<file path="src/rtl/h14rx_period_tracker.sv">
// HDMI 1.4 receive period tracker: classifies aligned TMDS symbols into control,
// video and data-island periods, recovers sync and flags protocol violations.
package h14rx_period_tracker_pkg;
  typedef logic [9:0] symbol_t;
endpackage

module h14rx_period_tracker
  import h14rx_period_tracker_pkg::*;
#(
  parameter int unsigned MinPreamble = 8,
  parameter int unsigned MaxPackets  = 18
) (
  input  logic    clk,
  input  logic    rst_n,
  input  logic    symbol_valid,
  input  symbol_t symbol_0,
  input  symbol_t symbol_1,
  input  symbol_t symbol_2,
  output logic    out_valid,
  output symbol_t out_symbol_0,
  output symbol_t out_symbol_1,
  output symbol_t out_symbol_2,
  output logic    video_de,
  output logic    island_de,
  output logic    packet_start,
  output logic    hsync,
  output logic    vsync,
  output logic    err
);

  localparam int unsigned PktW = $clog2(MaxPackets + 1);
  localparam symbol_t GUARD_A = 10'b1011001100;
  localparam symbol_t GUARD_B = 10'b0100110011;

  typedef enum logic [2:0] {
    CTRL, PRE_V, PRE_D, GUARD_V, GUARD_D_LEAD, VIDEO, ISLAND, GUARD_D_TRAIL
  } state_t;

  // {is_control, D1, D0}
  function automatic logic [2:0] ctl_dec(input symbol_t s);
    case (s)
      10'b1101010100: return 3'b100;
      10'b0010101011: return 3'b101;
      10'b0101010100: return 3'b110;
      10'b1010101011: return 3'b111;
      default:        return 3'b000;
    endcase
  endfunction

  // {is_terc4, nibble}
  function automatic logic [4:0] terc4_dec(input symbol_t s);
    case (s)
      10'b1010011100: return 5'h10;
      10'b1001100011: return 5'h11;
      10'b1011100100: return 5'h12;
      10'b1011100010: return 5'h13;
      10'b0101110001: return 5'h14;
      10'b0100011110: return 5'h15;
      10'b0110001110: return 5'h16;
      10'b0100111100: return 5'h17;
      10'b1011001100: return 5'h18;
      10'b0100111001: return 5'h19;
      10'b0110011100: return 5'h1A;
      10'b1011000110: return 5'h1B;
      10'b1010001110: return 5'h1C;
      10'b1001110001: return 5'h1D;
      10'b0101100011: return 5'h1E;
      10'b1011000011: return 5'h1F;
      default:        return 5'h00;
    endcase
  endfunction

  state_t            state, state_n;
  logic [3:0]        pre_cnt, pre_n;
  logic [1:0]        g_cnt, g_n;
  logic [4:0]        sym_idx, sym_n;
  logic [PktW-1:0]   pkt_cnt, pkt_n;
  logic              err_n, vde_n, ide_n, pstart_n, sync_upd;
  logic [1:0]        sync_n;

  logic [2:0] c0, c1, c2;
  logic [4:0] t0;
  logic       all_ctl, pre_v_sym, pre_d_sym, vguard, iguard;
  state_t     enter_state;
  logic [3:0] enter_pre;

  always_comb begin
    c0        = ctl_dec(symbol_0);
    c1        = ctl_dec(symbol_1);
    c2        = ctl_dec(symbol_2);
    t0        = terc4_dec(symbol_0);
    all_ctl   = c0[2] & c1[2] & c2[2];
    pre_v_sym = all_ctl && c1[1:0] == 2'b01 && c2[1:0] == 2'b00;
    pre_d_sym = all_ctl && c1[1:0] == 2'b01 && c2[1:0] == 2'b01;
    vguard    = symbol_0 == GUARD_A && symbol_1 == GUARD_B && symbol_2 == GUARD_A;
    iguard    = symbol_1 == GUARD_B && symbol_2 == GUARD_B && t0[4] && t0[3:2] == 2'b11;
    enter_state = pre_v_sym ? PRE_V : (pre_d_sym ? PRE_D : CTRL);
    enter_pre   = (pre_v_sym || pre_d_sym) ? 4'd1 : 4'd0;
  end

  // State register
  always_ff @(posedge clk or negedge rst_n) begin
    if (!rst_n) begin
      state   <= CTRL;
      pre_cnt <= '0;
      g_cnt   <= '0;
      sym_idx <= '0;
      pkt_cnt <= '0;
    end else begin
      state   <= state_n;
      pre_cnt <= pre_n;
      g_cnt   <= g_n;
      sym_idx <= sym_n;
      pkt_cnt <= pkt_n;
    end
  end

  // Next-state: a guard counter of 2 means both guard symbols were seen, so the
  // current symbol is the first one past the band.
  always_comb begin
    state_n = state;
    pre_n   = pre_cnt;
    g_n     = g_cnt;
    sym_n   = sym_idx;
    pkt_n   = pkt_cnt;
    err_n   = 1'b0;
    if (symbol_valid) begin
      case (state)
        CTRL: begin
          state_n = enter_state;
          pre_n   = enter_pre;
        end
        PRE_V, PRE_D: begin
          if ((state == PRE_V && pre_v_sym) || (state == PRE_D && pre_d_sym)) begin
            pre_n = (pre_cnt == 4'hF) ? pre_cnt : pre_cnt + 4'd1;
          end else if (pre_v_sym || pre_d_sym) begin
            state_n = enter_state;
            pre_n   = 4'd1;
          end else if (state == PRE_V && vguard) begin
            if (32'(pre_cnt) >= MinPreamble) begin
              state_n = GUARD_V;
              g_n     = 2'd1;
              pre_n   = '0;
            end else begin
              err_n = 1'b1;
            end
          end else if (state == PRE_D && iguard) begin
            if (32'(pre_cnt) >= MinPreamble) begin
              state_n = GUARD_D_LEAD;
              g_n     = 2'd1;
              pre_n   = '0;
            end else begin
              err_n = 1'b1;
            end
          end else if (all_ctl) begin
            state_n = CTRL;
            pre_n   = '0;
          end else begin
            err_n = 1'b1;
          end
        end
        GUARD_V: begin
          if (g_cnt == 2'd1) begin
            if (vguard) g_n = 2'd2;
            else        err_n = 1'b1;
          end else if (vguard) begin
            err_n = 1'b1;
          end else if (all_ctl) begin
            state_n = enter_state;
            pre_n   = enter_pre;
            g_n     = '0;
          end else begin
            state_n = VIDEO;
            g_n     = '0;
          end
        end
        VIDEO: begin
          if (all_ctl) begin
            state_n = enter_state;
            pre_n   = enter_pre;
          end
        end
        GUARD_D_LEAD: begin
          if (g_cnt == 2'd1) begin
            if (iguard) g_n = 2'd2;
            else        err_n = 1'b1;
          end else if (iguard) begin
            err_n = 1'b1;
          end else begin
            state_n = ISLAND;
            g_n     = '0;
            sym_n   = 5'd1;
            pkt_n   = PktW'(1);
          end
        end
        ISLAND: begin
          if (sym_idx != 5'd0) begin
            sym_n = sym_idx + 5'd1;
          end else if (iguard) begin
            state_n = GUARD_D_TRAIL;
            g_n     = 2'd1;
            pkt_n   = '0;
          end else if (pkt_cnt == PktW'(MaxPackets)) begin
            err_n = 1'b1;
          end else begin
            pkt_n = pkt_cnt + PktW'(1);
            sym_n = 5'd1;
          end
        end
        GUARD_D_TRAIL: begin
          if (g_cnt == 2'd1) begin
            if (iguard) g_n = 2'd2;
            else        err_n = 1'b1;
          end else if (iguard) begin
            err_n = 1'b1;
          end else begin
            state_n = enter_state;
            pre_n   = enter_pre;
            g_n     = '0;
          end
        end
        default: state_n = CTRL;
      endcase
      if (err_n) begin
        state_n = CTRL;
        pre_n   = '0;
        g_n     = '0;
        sym_n   = '0;
        pkt_n   = '0;
      end
    end
  end

  // Output decode for the symbol being accepted this cycle
  always_comb begin
    vde_n    = 1'b0;
    ide_n    = 1'b0;
    pstart_n = 1'b0;
    sync_upd = 1'b0;
    sync_n   = {vsync, hsync};
    if (symbol_valid) begin
      if (!err_n) begin
        vde_n = !all_ctl && (state == VIDEO || (state == GUARD_V && g_cnt == 2'd2));
        pstart_n = (state == ISLAND && sym_idx == 5'd0 && !iguard) ||
                   (state == GUARD_D_LEAD && g_cnt == 2'd2);
        ide_n = pstart_n || (state == ISLAND && sym_idx != 5'd0);
      end
      if (all_ctl) begin
        sync_upd = 1'b1;
        sync_n   = c0[1:0];
      end else if (iguard && (state == PRE_D || state == GUARD_D_LEAD ||
                              state == ISLAND || state == GUARD_D_TRAIL)) begin
        sync_upd = 1'b1;
        sync_n   = t0[1:0];
      end
    end
  end

  always_ff @(posedge clk or negedge rst_n) begin
    if (!rst_n) begin
      out_valid    <= 1'b0;
      out_symbol_0 <= '0;
      out_symbol_1 <= '0;
      out_symbol_2 <= '0;
      video_de     <= 1'b0;
      island_de    <= 1'b0;
      packet_start <= 1'b0;
      hsync        <= 1'b0;
      vsync        <= 1'b0;
      err          <= 1'b0;
    end else begin
      out_valid    <= symbol_valid;
      out_symbol_0 <= symbol_0;
      out_symbol_1 <= symbol_1;
      out_symbol_2 <= symbol_2;
      video_de     <= vde_n;
      island_de    <= ide_n;
      packet_start <= pstart_n;
      err          <= err_n;
      if (sync_upd) begin
        vsync <= sync_n[1];
        hsync <= sync_n[0];
      end
    end
  end

endmodule

</file>
<file path="config.mk">
export PLATFORM = sky130hd
export DESIGN_NAME = h14rx_period_tracker
export DESIGN_NICKNAME = d
export VERILOG_FILES = /design/src/rtl/h14rx_period_tracker.sv
export SDC_FILE = /design/constraint.sdc
export NUM_CORES = 1
export LEC_CHECK = 0
export ABC_AREA = 1
export CORE_ASPECT_RATIO = 2
export CORE_MARGIN = 1
export CORE_UTILIZATION = 57
export DETAILED_ROUTE_END_ITERATION = 8
export PLACE_DENSITY_LB_ADDON = 0.05
export SETUP_SLACK_MARGIN = 0.02
export SYNTH_ARGS = -nofsm -noshare
export SYNTH_HDL_FRONTEND = slang
export SYNTH_SLANG_ARGS = --single-unit
export TNS_END_PERCENT = 1
</file>
<file path="constraint.sdc">
create_clock -name clk -period 6.75 [get_ports clk]
set_input_delay 0.675 -clock clk [delete_from_list [all_inputs] [get_ports clk]]
set_output_delay 0.675 -clock clk [all_outputs]
set_load 0.01 [all_outputs]
</file>
==> summary.txt <==
Starting DRT DRC Count: 166
Worst Skew: 0.00622 ns
DRC: 0
hpwl dp: 8230 um
P_leak: 2.05 nW
first-pass GRT wire length: 16500 um
Net Sw Power: 0.000183 W
area share of the largest cell type after synthesis: 37.8%
clk sinks: 56
Reg clk slew, reported paths: 0.08 ns
CTS Buf Count: 5
period utilization: 54.6%
final non-filler cell total: 655
crit path DAT: 3.88 ns
Vias/cell: 5.47
maxcap violations: 0
FFs w/ async S/R, synth: 100%
setup TNS after final layout: 0 ns
crit end category: flip-flop
final wirelength: 10400 um
maximum VDD drop: 0.000151 V
Ant. Diodes: 0
warnings from Yosys: 0
Int Power: 0.000528 W
clk root buf: clkbuf_16
Worst Setup Start Kind: primary input
postcts setup bufs: 0
gpl congestion: 0.970
ANT nets after route: 0
clock period minus worst slack: 3.68 ns
RSZ-0062 raised after global routing: false
num ports: 70
outcome: finished clean
Yosys cell types: 41
Nets: 609
count of pins over their slew limit: 0
post-synthesis register bit count: 56
Flop pwr share: 49.1%
layout cells sized above 1: 14.6%
Setup Crit Path Kind: primary input to flip-flop
maximum clock rate: 0.271 GHz
main flop type after synthesis: dfrtp_1
P&R area growth vs syn: 25.1%
net count after synthesis: 533
relative slew slack: 53.1%
number of buffers added on ports: 69
largest area contributor in the netlist: dfrtp_1
worst r2r src: g_cnt[1]$_DFFE_PN0P_
die height: 116 um
cell count after synthesis: 492
Commonest cells post-synth: nand2_1, nor2_1, inv_1, dfrtp_1, nand3_1
Seq/Total Area, Yosys: 37.8%
Crit. Startpoint: symbol_0[3]
power share of the clock group: 37.8%
cell area power density: 153 nW/um^2
drt first pass iters: 4
worst-path maximum fanout: 12
Worst Hold Class: primary input to asynchronous set/reset pin
switching part of the total: 25.7%
worst slew pin tran: 0.703 ns
WL per Instance: 15.8 um
clk_lat worst skew: 0.30 ns
Crit path required time: 6.94 ns
H-tree Lvls: 2
Vias: 3582
Post-CTS Hold Fix Bufs: 0
Overflow after GRT: 0
starting density of the core: 58.8%
most area-consuming cells after synthesis: dfrtp_1, nand2_1, nor2_1, nand3_1, inv_1
vias in the first global route: 3677
# setup viols final: 0
final hold slack: 0.490 ns
maximum clock path buffer count: 2
Cell Area, Synth: 3710 um^2
combinational power share: 13.0%
Core Rows: 41
largest net degree at the start of global routing: 57
GRT Total Usage: 32.5%
Core Region: 6310 um^2
Syn Area/Cell: 7.54 um^2
die area: 6850 um^2
placed cell count: 647
CTS resizes: 0
most numerous cell in the Yosys netlist: nand2_1
initial antenna violation count: 0
die width: 59.0 um
EDFF count, synth: 0
Fin. Hold Viols: 0
CTS tree: yes
-- power groups by stage --
stage               registers (W)   logic, W  clock network (W)
global route             0.000350   0.000101           0.000287
detailed placement       0.000356  0.0000923                  0
CTS                      0.000349  0.0000929           0.000273
floorplan                0.000361  0.0000264                  0
finish                   0.000349  0.0000927           0.000269
global placement         0.000356  0.0000906                  0
-- per-layer routing --
metal | global-route usage, % | vias up | wire (um)
met3 | 4.32 | 42 | 316
li1 | - | 1746 | -
met2 | 62.3 | 108 | 5960
met4 | 22.2 | 0 | 565
met5 | 0 | - | 0
met1 | 30.1 | 1686 | 3540
-- placed cells by master (no fill, tap or decap), types with 2 or more instances in the layout --
| cell type | synthesis | final |
|---|---|---|
| o21ai_0 | 14 | 14 |
| nand3_2 | 5 | 5 |
| clkbuf_16 | 0 | 5 |
| inv_1 | 57 | 57 |
| a31oi_1 | 2 | 2 |
| clkdlybuf4s50_1 | 0 | 68 |
| o211ai_1 | 2 | 2 |
| nand2_2 | 15 | 15 |
| nand2_4 | 4 | 4 |
| o21ai_2 | 5 | 5 |
| ha_1 | 8 | 8 |
| nor2_2 | 6 | 6 |
| nor2_4 | 12 | 12 |
| a21oi_1 | 7 | 7 |
| nand4_1 | 14 | 14 |
| nor3_1 | 17 | 17 |
| nor4_1 | 6 | 6 |
| nand3b_1 | 2 | 2 |
| inv_2 | 10 | 10 |
| nand3_4 | 2 | 2 |
| inv_6 | 1 | 3 |
| nand2_1 | 106 | 106 |
| a211oi_1 | 2 | 2 |
| nand3_1 | 43 | 43 |
| or2_2 | 7 | 7 |
| dfrtp_1 | 56 | 56 |
| nor2_1 | 69 | 69 |
| xor2_1 | 5 | 5 |
-- metrics by stage --
step	utilization [%]	power, W	instance area (um^2)	setup slack (ns)
after floorplan	-	0.000387	3710	3.79
after global placement	71.2	0.000446	4490	2.93
after detailed placement	71.2	0.000448	4490	2.78
after CTS	73.5	0.000716	4640	3.08
after global routing	73.5	0.000739	4640	2.74
final	73.5	0.000711	4640	3.07
-- kinds of logic (layout without fill, tap and decap cells) --
logic type               after synthesis  count (layout)  synth area share, %
AND/OR/NAND/NOR                      313             313                 43.1
adder cells (fa/ha/maj)                8               8                 2.70
XOR/XNOR                               5               5                 1.18
buffers and inverters                 70             147                 7.66
flip-flops                            56              56                 37.8
AO/OA/AOI/OAI                         40              40                 7.59
-- cell type report --
| class | count | area (um^2) |
|---|---|---|
| fillers | 522 | 1670 |
| well taps | 86 | 108 |
| multi-input cells | 366 | 2020 |
| flip-flops and latches | 56 | 1400 |
| clock buffers | 5 | 125 |
| repair buffers | 70 | 693 |
| clock inverters | 3 | 25.0 |
| inverters | 69 | 264 |
-- sequential cells by signal, summed over array words and instances (netlist names) --
name          count
out_symbol_0     10
out_symbol_1     10
out_symbol_2     10
pkt_cnt           5
sym_idx           5
pre_cnt           4
state             3
g_cnt             2
err               1
hsync             1
island_de         1
out_valid         1
packet_start      1
video_de          1
vsync             1
-- path summary, 6_finish.rpt --
path | slack [ns] | depth (start not counted) | to
setup reg to reg | 4.17 | 12 | pre_cnt[1]$_DFFE_PN0P_
hold reg to reg | 0.49 | 2 | hsync$_DFFE_PN0P_
setup / recovery | 3.07 | 15 | pre_cnt[1]$_DFFE_PN0P_
hold / removal | 0.49 | 2 | out_symbol_2[1]$_DFF_PN0_
max in group asynchronous | 5.78 | 2 | pre_cnt[3]$_DFFE_PN0P_
min in group clk | 0.49 | 2 | hsync$_DFFE_PN0P_
-- worst max-delay path: stages --
cell and delay (ns):
clkdlybuf4s50_1 0.55, nand2_1 0.09, nor3_1 0.43, nand2_1 0.15
nor3_1 0.38, ha_1 0.30, or2_2 0.30, nand3_2 0.10
nor2_4 0.06, nand2_4 0.14, inv_6 0.10, nand3_2 0.10
nand3_1 0.19, o21ai_0 0.22, nand2_1 0.09
Note: power is estimated with default switching activity, not from simulation.
